**config.mk**
```make
export PLATFORM = sky130hd
export DESIGN_NAME = inst_fetch_unit_flat
export DESIGN_NICKNAME = d
export VERILOG_FILES = /design/src/rtl/fetch_pkg.sv /design/src/rtl/inst_fetch_unit_if.sv /design/src/rtl/fetch_fifo.sv /design/src/rtl/inst_fetch_unit.sv /design/src/flat_wrapper.sv
export SDC_FILE = /design/constraint.sdc
export NUM_CORES = 1
export LEC_CHECK = 0
export CAP_MARGIN = 15
export CELL_PAD_IN_SITES_DETAIL_PLACEMENT = 0
export CELL_PAD_IN_SITES_GLOBAL_PLACEMENT = 2
export CORE_ASPECT_RATIO = 0.6
export CORE_UTILIZATION = 30
export DETAILED_ROUTE_END_ITERATION = 12
export PLACE_DENSITY = 0.85
export SLEW_MARGIN = 20
export SYNTH_ARGS = -nofsm -noshare
export SYNTH_HDL_FRONTEND = slang
export SYNTH_SLANG_ARGS = --single-unit
```
**constraint.sdc**
```tcl
create_clock -name iClk -period 6.36 [get_ports iClk]
set_input_delay 1.272 -clock iClk [delete_from_list [all_inputs] [get_ports iClk]]
set_output_delay 1.272 -clock iClk [all_outputs]
set_load 0.02 [all_outputs]
```
**src/rtl/fetch_pkg.sv**
```systemverilog
// Shared types and constants for the instruction fetch stage.
// Latency: n/a (types only).
// Backpressure: n/a.
package fetch_pkg;

    // One prefetched instruction together with the byte address it came from.
    typedef struct packed {
        logic [31:0] inst;
        logic [31:0] pc;
    } fetch_entry_t;

    localparam logic [31:0] PC_STEP          = 32'd4;
    localparam logic [31:0] DEFAULT_RESET_PC = 32'h0000_0000;

endpackage

```
**src/rtl/inst_fetch_unit_if.sv**
```systemverilog
// ROM, redirect and decode-side signals of the fetch stage (FETCH_PERF_EN adds perf counters).
// Latency: n/a (wiring only).
// Backpressure: decode holds iInstReady low to stall the head entry.
interface inst_fetch_unit_if;
    logic [31:0] oRomAddr;
    logic [31:0] iRomData;
    logic        iRedirect;
    logic [31:0] iRedirectPc;
    logic        oInstValid;
    logic        iInstReady;
    logic [31:0] oInst;
    logic [31:0] oInstPc;
`ifdef FETCH_PERF_EN
    logic [31:0] oFetchCnt;
    logic [31:0] oStallCnt;

    modport master (output oRomAddr, input iRomData, input iRedirect, input iRedirectPc,
                    output oInstValid, input iInstReady, output oInst, output oInstPc,
                    output oFetchCnt, output oStallCnt);
    modport slave  (input oRomAddr, output iRomData, output iRedirect, output iRedirectPc,
                    input oInstValid, output iInstReady, input oInst, input oInstPc,
                    input oFetchCnt, input oStallCnt);
`else
    modport master (output oRomAddr, input iRomData, input iRedirect, input iRedirectPc,
                    output oInstValid, input iInstReady, output oInst, output oInstPc);
    modport slave  (input oRomAddr, output iRomData, output iRedirect, output iRedirectPc,
                    input oInstValid, output iInstReady, input oInst, input oInstPc);
`endif
endinterface

```
**src/rtl/fetch_fifo.sv**
```systemverilog
// Small synchronous prefetch FIFO of fetch entries; flush beats push/pop.
// Latency: a pushed entry is visible at the head the cycle after the push.
// Backpressure: push is ignored when full unless a pop frees a slot in the same cycle.
module fetch_fifo
    import fetch_pkg::*;
#(
    parameter int DEPTH = 2
) (
    input  logic         clk,
    input  logic         rst,
    input  logic         push,
    input  logic         pop,
    input  logic         flush,
    input  fetch_entry_t wr_data,
    output logic         full,
    output logic         empty,
    output fetch_entry_t head
);
    localparam int PW = (DEPTH > 1) ? $clog2(DEPTH) : 1;
    localparam int CW = $clog2(DEPTH + 1);

    fetch_entry_t  mem [DEPTH];
    logic [PW-1:0] rd_ptr;
    logic [PW-1:0] wr_ptr;
    logic [CW-1:0] count;
    logic          do_pop;
    logic          do_push;

    assign empty   = (count == '0);
    assign full    = (count == CW'(DEPTH));
    assign do_pop  = pop & ~empty;
    assign do_push = push & (~full | do_pop);
    assign head    = mem[rd_ptr];

    // Pointer and occupancy tracking; pointers wrap naturally since DEPTH is a power of two.
    always_ff @(posedge clk) begin
        if (rst || flush) begin
            rd_ptr <= '0;
            wr_ptr <= '0;
            count  <= '0;
        end else begin
            if (do_push) wr_ptr <= wr_ptr + PW'(1);
            if (do_pop)  rd_ptr <= rd_ptr + PW'(1);
            if (do_push && !do_pop)      count <= count + CW'(1);
            else if (do_pop && !do_push) count <= count - CW'(1);
        end
    end

    // Entry storage; contents are meaningless until counted, so no reset needed.
    always_ff @(posedge clk) begin
        if (do_push && !flush && !rst) mem[wr_ptr] <= wr_data;
    end

endmodule

```
**src/rtl/inst_fetch_unit.sv**
```systemverilog
// Fetch stage: owns the PC, reads the combinational ROM and queues {inst, pc} for decode.
// Latency: first entry valid 1 cycle after reset release; redirect target valid 2 cycles later.
// Backpressure: full FIFO without a pop freezes the PC; FETCH_PERF_EN adds fetch/stall counters.
module inst_fetch_unit
    import fetch_pkg::*;
#(
    parameter logic [31:0] RESET_PC  = DEFAULT_RESET_PC,
    parameter int          BUF_DEPTH = 2
) (
    input  logic               iClk,
    input  logic               iRst,
    inst_fetch_unit_if.master  bus
);
    logic [31:0]  rFetchPc;
    logic         pop;
    logic         push;
    logic         full;
    logic         empty;
    fetch_entry_t wr_entry;
    fetch_entry_t head;

    // Valid depends only on registered occupancy, never on iInstReady.
    assign bus.oInstValid = ~empty;
    assign pop            = bus.oInstValid & bus.iInstReady;
    // A pop frees a slot this cycle, so a full FIFO still accepts a fetch when decode drains it.
    assign push           = ~bus.iRedirect & (~full | pop);

    assign bus.oRomAddr   = rFetchPc;
    assign wr_entry.inst  = bus.iRomData;
    assign wr_entry.pc    = rFetchPc;
    assign bus.oInst      = head.inst;
    assign bus.oInstPc    = head.pc;

    fetch_fifo #(
        .DEPTH (BUF_DEPTH)
    ) u_fifo (
        .clk     (iClk),
        .rst     (iRst),
        .push    (push),
        .pop     (pop),
        .flush   (bus.iRedirect),
        .wr_data (wr_entry),
        .full    (full),
        .empty   (empty),
        .head    (head)
    );

    // Fetch PC: reset, then redirect (word-aligned), then advance on each accepted fetch.
    always_ff @(posedge iClk) begin
        if (iRst)               rFetchPc <= RESET_PC;
        else if (bus.iRedirect) rFetchPc <= bus.iRedirectPc & ~32'h3;
        else if (push)          rFetchPc <= rFetchPc + PC_STEP;
    end

`ifdef FETCH_PERF_EN
    logic [31:0] fetch_cnt;
    logic [31:0] stall_cnt;

    assign bus.oFetchCnt = fetch_cnt;
    assign bus.oStallCnt = stall_cnt;

    // Perf counters survive redirects; only reset clears them.
    always_ff @(posedge iClk) begin
        if (iRst) begin
            fetch_cnt <= '0;
            stall_cnt <= '0;
        end else begin
            if (push)                                fetch_cnt <= fetch_cnt + 32'd1;
            if (bus.oInstValid && !bus.iInstReady)   stall_cnt <= stall_cnt + 32'd1;
        end
    end
`endif

endmodule

```
**src/flat_wrapper.sv**
```systemverilog
// flat-port wrapper written by rule: the top's interface ports become plain ports
module inst_fetch_unit_flat import fetch_pkg::*;
#(
    parameter logic [31:0] RESET_PC  = DEFAULT_RESET_PC,
    parameter int          BUF_DEPTH = 2
)
  (iClk, iRst, bus_oRomAddr, bus_iRomData, bus_iRedirect, bus_iRedirectPc, bus_oInstValid, bus_iInstReady, bus_oInst, bus_oInstPc);
  inst_fetch_unit_if bus_i ();
  input  logic iClk;
  input  logic iRst;
  output wire logic [$bits(bus_i.oRomAddr)-1:0] bus_oRomAddr;
  input wire logic [$bits(bus_i.iRomData)-1:0] bus_iRomData;
  input wire logic [$bits(bus_i.iRedirect)-1:0] bus_iRedirect;
  input wire logic [$bits(bus_i.iRedirectPc)-1:0] bus_iRedirectPc;
  output wire logic [$bits(bus_i.oInstValid)-1:0] bus_oInstValid;
  input wire logic [$bits(bus_i.iInstReady)-1:0] bus_iInstReady;
  output wire logic [$bits(bus_i.oInst)-1:0] bus_oInst;
  output wire logic [$bits(bus_i.oInstPc)-1:0] bus_oInstPc;
  assign bus_oRomAddr = bus_i.oRomAddr;
  assign bus_i.iRomData = bus_iRomData;
  assign bus_i.iRedirect = bus_iRedirect;
  assign bus_i.iRedirectPc = bus_iRedirectPc;
  assign bus_oInstValid = bus_i.oInstValid;
  assign bus_i.iInstReady = bus_iInstReady;
  assign bus_oInst = bus_i.oInst;
  assign bus_oInstPc = bus_i.oInstPc;
  inst_fetch_unit #(.RESET_PC(RESET_PC), .BUF_DEPTH(BUF_DEPTH)) u_core (.iClk(iClk), .iRst(iRst), .bus(bus_i));
endmodule
```
==> qor.yml <==
cts:
  clkLatencyLatePin_ps: 430
  clk_path_buf_depth: 2
  cts_setup_buffers: 0
  cts_tree: "yes"
  cts_sinks: 159
  clk_pin_slew_ps: 60
  postCtsHoldBufs: 0
  cts_buffers: 17
  clock-root-buffer: "clkbuf_16"
  cts-htree-levels: 4
  cts.repair.resized: 0
timing:
  setup_tns_ps: 0
  worst_pin_slew_ps: 928
  period_needed_ps: 4310
  skew_ps: 7.78
  setup_viol: 0
  slew_headroom_pct: 38.1
  fmax_mhz: 232
  drv_slew: 0
  hold_viol: 0
  rsz0062_at_grt: "false"
  timing.final.crit_share_pct: 67.8
  setup_ws_ps: 2050
floorplan:
  core-area_mm2: 0.0210
  die_w_um: 191
  die-height_um: 115
  initial_core_util_pct: 30.6
  rows: 41
  die_area_mm2: 0.0221
  io_pins: 165
global_route:
  overflow: 0
  grt_first_pass_wirelength_mm: 23.6
  track_usage_pct: 14.7
  grt_pass1_vias: 4195
  grt_antenna_before_repair: 1
  grt_max_degree: 63
yosys:
  ys.warnings.count: 0
  synth_seq_area_share_pct: 68.7
  yosysUniqueCellTypes: 40
  synth_xor_area_share_pct: 1.90
  syn_area_mm2: 0.00644
  syn_inst: 439
  avgSynthCellArea_um2: 14.7
  synth-seq-cells: 159
  synth_top_family_by_area: "multiplexers"
  synth.area.mux_share_pct: 10.8
  synthAdderAreaFrac_pct: 0.389
  synth-simple-area-share_pct: 9.50
  synth-compound-area-share_pct: 6.20
route:
  dr.pass1.iters: 4
  drtIter0Drc: 235
  via_per_inst: 4.82
  drc: 0
  routedWlPerCell_um: 17.8
  postRouteAntennaNets: 0
  routed-via-count: 4274
  wl_mm: 15.8
finish:
  nets: 663
  syn2layout_area_growth_pct: 37.8
  n_fill_cell: 1912
  drive_above_1_share_pct: 16.8
  final_cell_mix: "clkdlybuf4s50_1, edfxtp_1, mux2_2"
  mostFrequentLayoutCell: "clkdlybuf4s50_1"
power:
  ir_drop_uv: 173
  powerDensity_mw_per_mm2: 280
  p_leak_nw: 2.90
setup_path:
  cp_max_fo: 54
  cp-end-kind: "register"
  crit_path_start_kind: "input pin"
  cp.arrival_ps: 4370
  cp.required_ps: 6420
  crit_type: "input pin to register"
placed_design:
  dp_slack_ps: 1610
  place_congestion: 0.768
  post-dp-hpwl_mm: 10.4
  portBuffers: 158
min_path:
  hp-class: "register to register"
job:
  maxCapViolCount: 0
status:
  status: "complete, no violations"
metal layers:
metal,share of wire (%),track usage (%),vias to the layer above,routed length (um)
li1,-,-,2020,-
met1,47,19.4,2093,7340
met2,44,22.1,142,7020
met3,7.6,4.82,19,1210
met4,1.3,6.19,0,211
met5,0,0,-,0
sequential cells by signal (all words and copies together), names as in the netlist, named ones only:
register,count
u_core.u_fifo.rd_ptr,1
u_core.u_fifo.wr_ptr,1
u_core.bus.oRomAddr,30
u_core.u_fifo.count,2
u_core.u_fifo.mem,124
worst max-delay path, cell delays in order:
cell	delay [ps]
clkdlybuf4s50_1	730
inv_2	810
nand3_1	350
nor2_4	470
buf_4	650
cells by family after synthesis:
logic type / count (synthesis)
AO/OA/AOI/OAI: 55
AND/OR/NAND/NOR: 112
buffers and inverters: 34
XOR/XNOR: 14
other: 1
flip-flops: 159
multiplexers: 62
adder cells (fa/ha/maj): 2
stage by stage:
step / instances / cell area [um2] / hold WS (ps) / power [W] / util, %
2_1_floorplan: 442 / 6450 / 520 / 0.00136 / -
3_3_place_gp: 853 / 8280 / 532 / 0.00150 / 39.4
3_5_place_dp: 853 / 8280 / 535 / 0.00151 / 39.4
4_1_cts: 885 / 8870 / 547 / 0.00252 / 42.2
5_1_grt: 885 / 8870 / 565 / 0.00258 / 42.2
6_report: 886 / 8870 / 545 / 0.00249 / 42.2
worst paths after layout:
kind	startpoint	endpoint	slack (ps)	depth (start not counted)
worst max register to register	u_core.bus.oRomAddr[3]	u_core.bus.oRomAddr[20]	3690	5
worst max-delay path	bus_iRedirect	u_core.u_fifo.mem[0][54]	2050	5
worst min register to register	u_core.bus.oRomAddr[31]	u_core.u_fifo.mem[0][31]	550	0
worst min-delay path	u_core.bus.oRomAddr[31]	u_core.u_fifo.mem[0][31]	550	0
cell type report:
type | instances | area [um2] | share of cell area, %
antenna | 1 | 2.50 | 0.0282
clock buffer | 22 | 485 | 5.47
clock inverter | 10 | 103 | 1.16
inverter | 5 | 18.8 | 0.212
multi-input combinational | 249 | 1880 | 21.2
sequential | 159 | 4430 | 49.9
tap | 279 | 349 | 3.93
timing repair buffer | 161 | 1600 | 18.1
report_power, final:
| part | switching, W | total [W] | leakage (nW) | internal [W] |
|---|---|---|---|---|
| registers | 0.0000435 | 0.00121 | 1.44 | 0.00117 |
| clock network | 0.000416 | 0.00100 | 0.282 | 0.000587 |
| logic | 0.000131 | 0.000272 | 1.17 | 0.000141 |
cells in the mapped netlist:
library cell / number / area share (%)
dfxtp_1: 35 / 11
clkbuf_1: 21 / 1.2
a21oi_1: 4 / 0.31
mux2_2: 62 / 11
nand2_1: 18 / 1.0
a211oi_1: 8 / 0.93
o211ai_1: 2 / 0.23
nand3_1: 10 / 0.78
nor4_1: 4 / 0.39
a31oi_1: 2 / 0.19
edfxtp_1: 124 / 58
a311oi_1: 15 / 2.0
nor2_1: 27 / 1.6
xor2_1: 6 / 0.82
and4_1: 4 / 0.54
inv_2: 1 / 0.058
and2_1: 1 / 0.097
clkbuf_2: 1 / 0.078
or3b_1: 1 / 0.14
o21ai_0: 11 / 0.85
buf_6: 1 / 0.17
o31ai_1: 9 / 1.0
or4_1: 15 / 1.7
conb_1: 1 / 0.058
and3_1: 3 / 0.29
ha_1: 2 / 0.39
buf_2: 2 / 0.16
or2_2: 1 / 0.097
nand4_1: 10 / 0.97
a221oi_1: 1 / 0.14
or3_1: 7 / 0.68
nand4_2: 1 / 0.19
a211o_1: 1 / 0.14
buf_4: 4 / 0.47
nor3_1: 8 / 0.62
nor4b_1: 1 / 0.14
inv_1: 4 / 0.23
o211a_1: 2 / 0.31
xnor2_1: 8 / 1.1
nor3b_2: 1 / 0.19
Note: power is estimated with default switching activity, not from simulation.
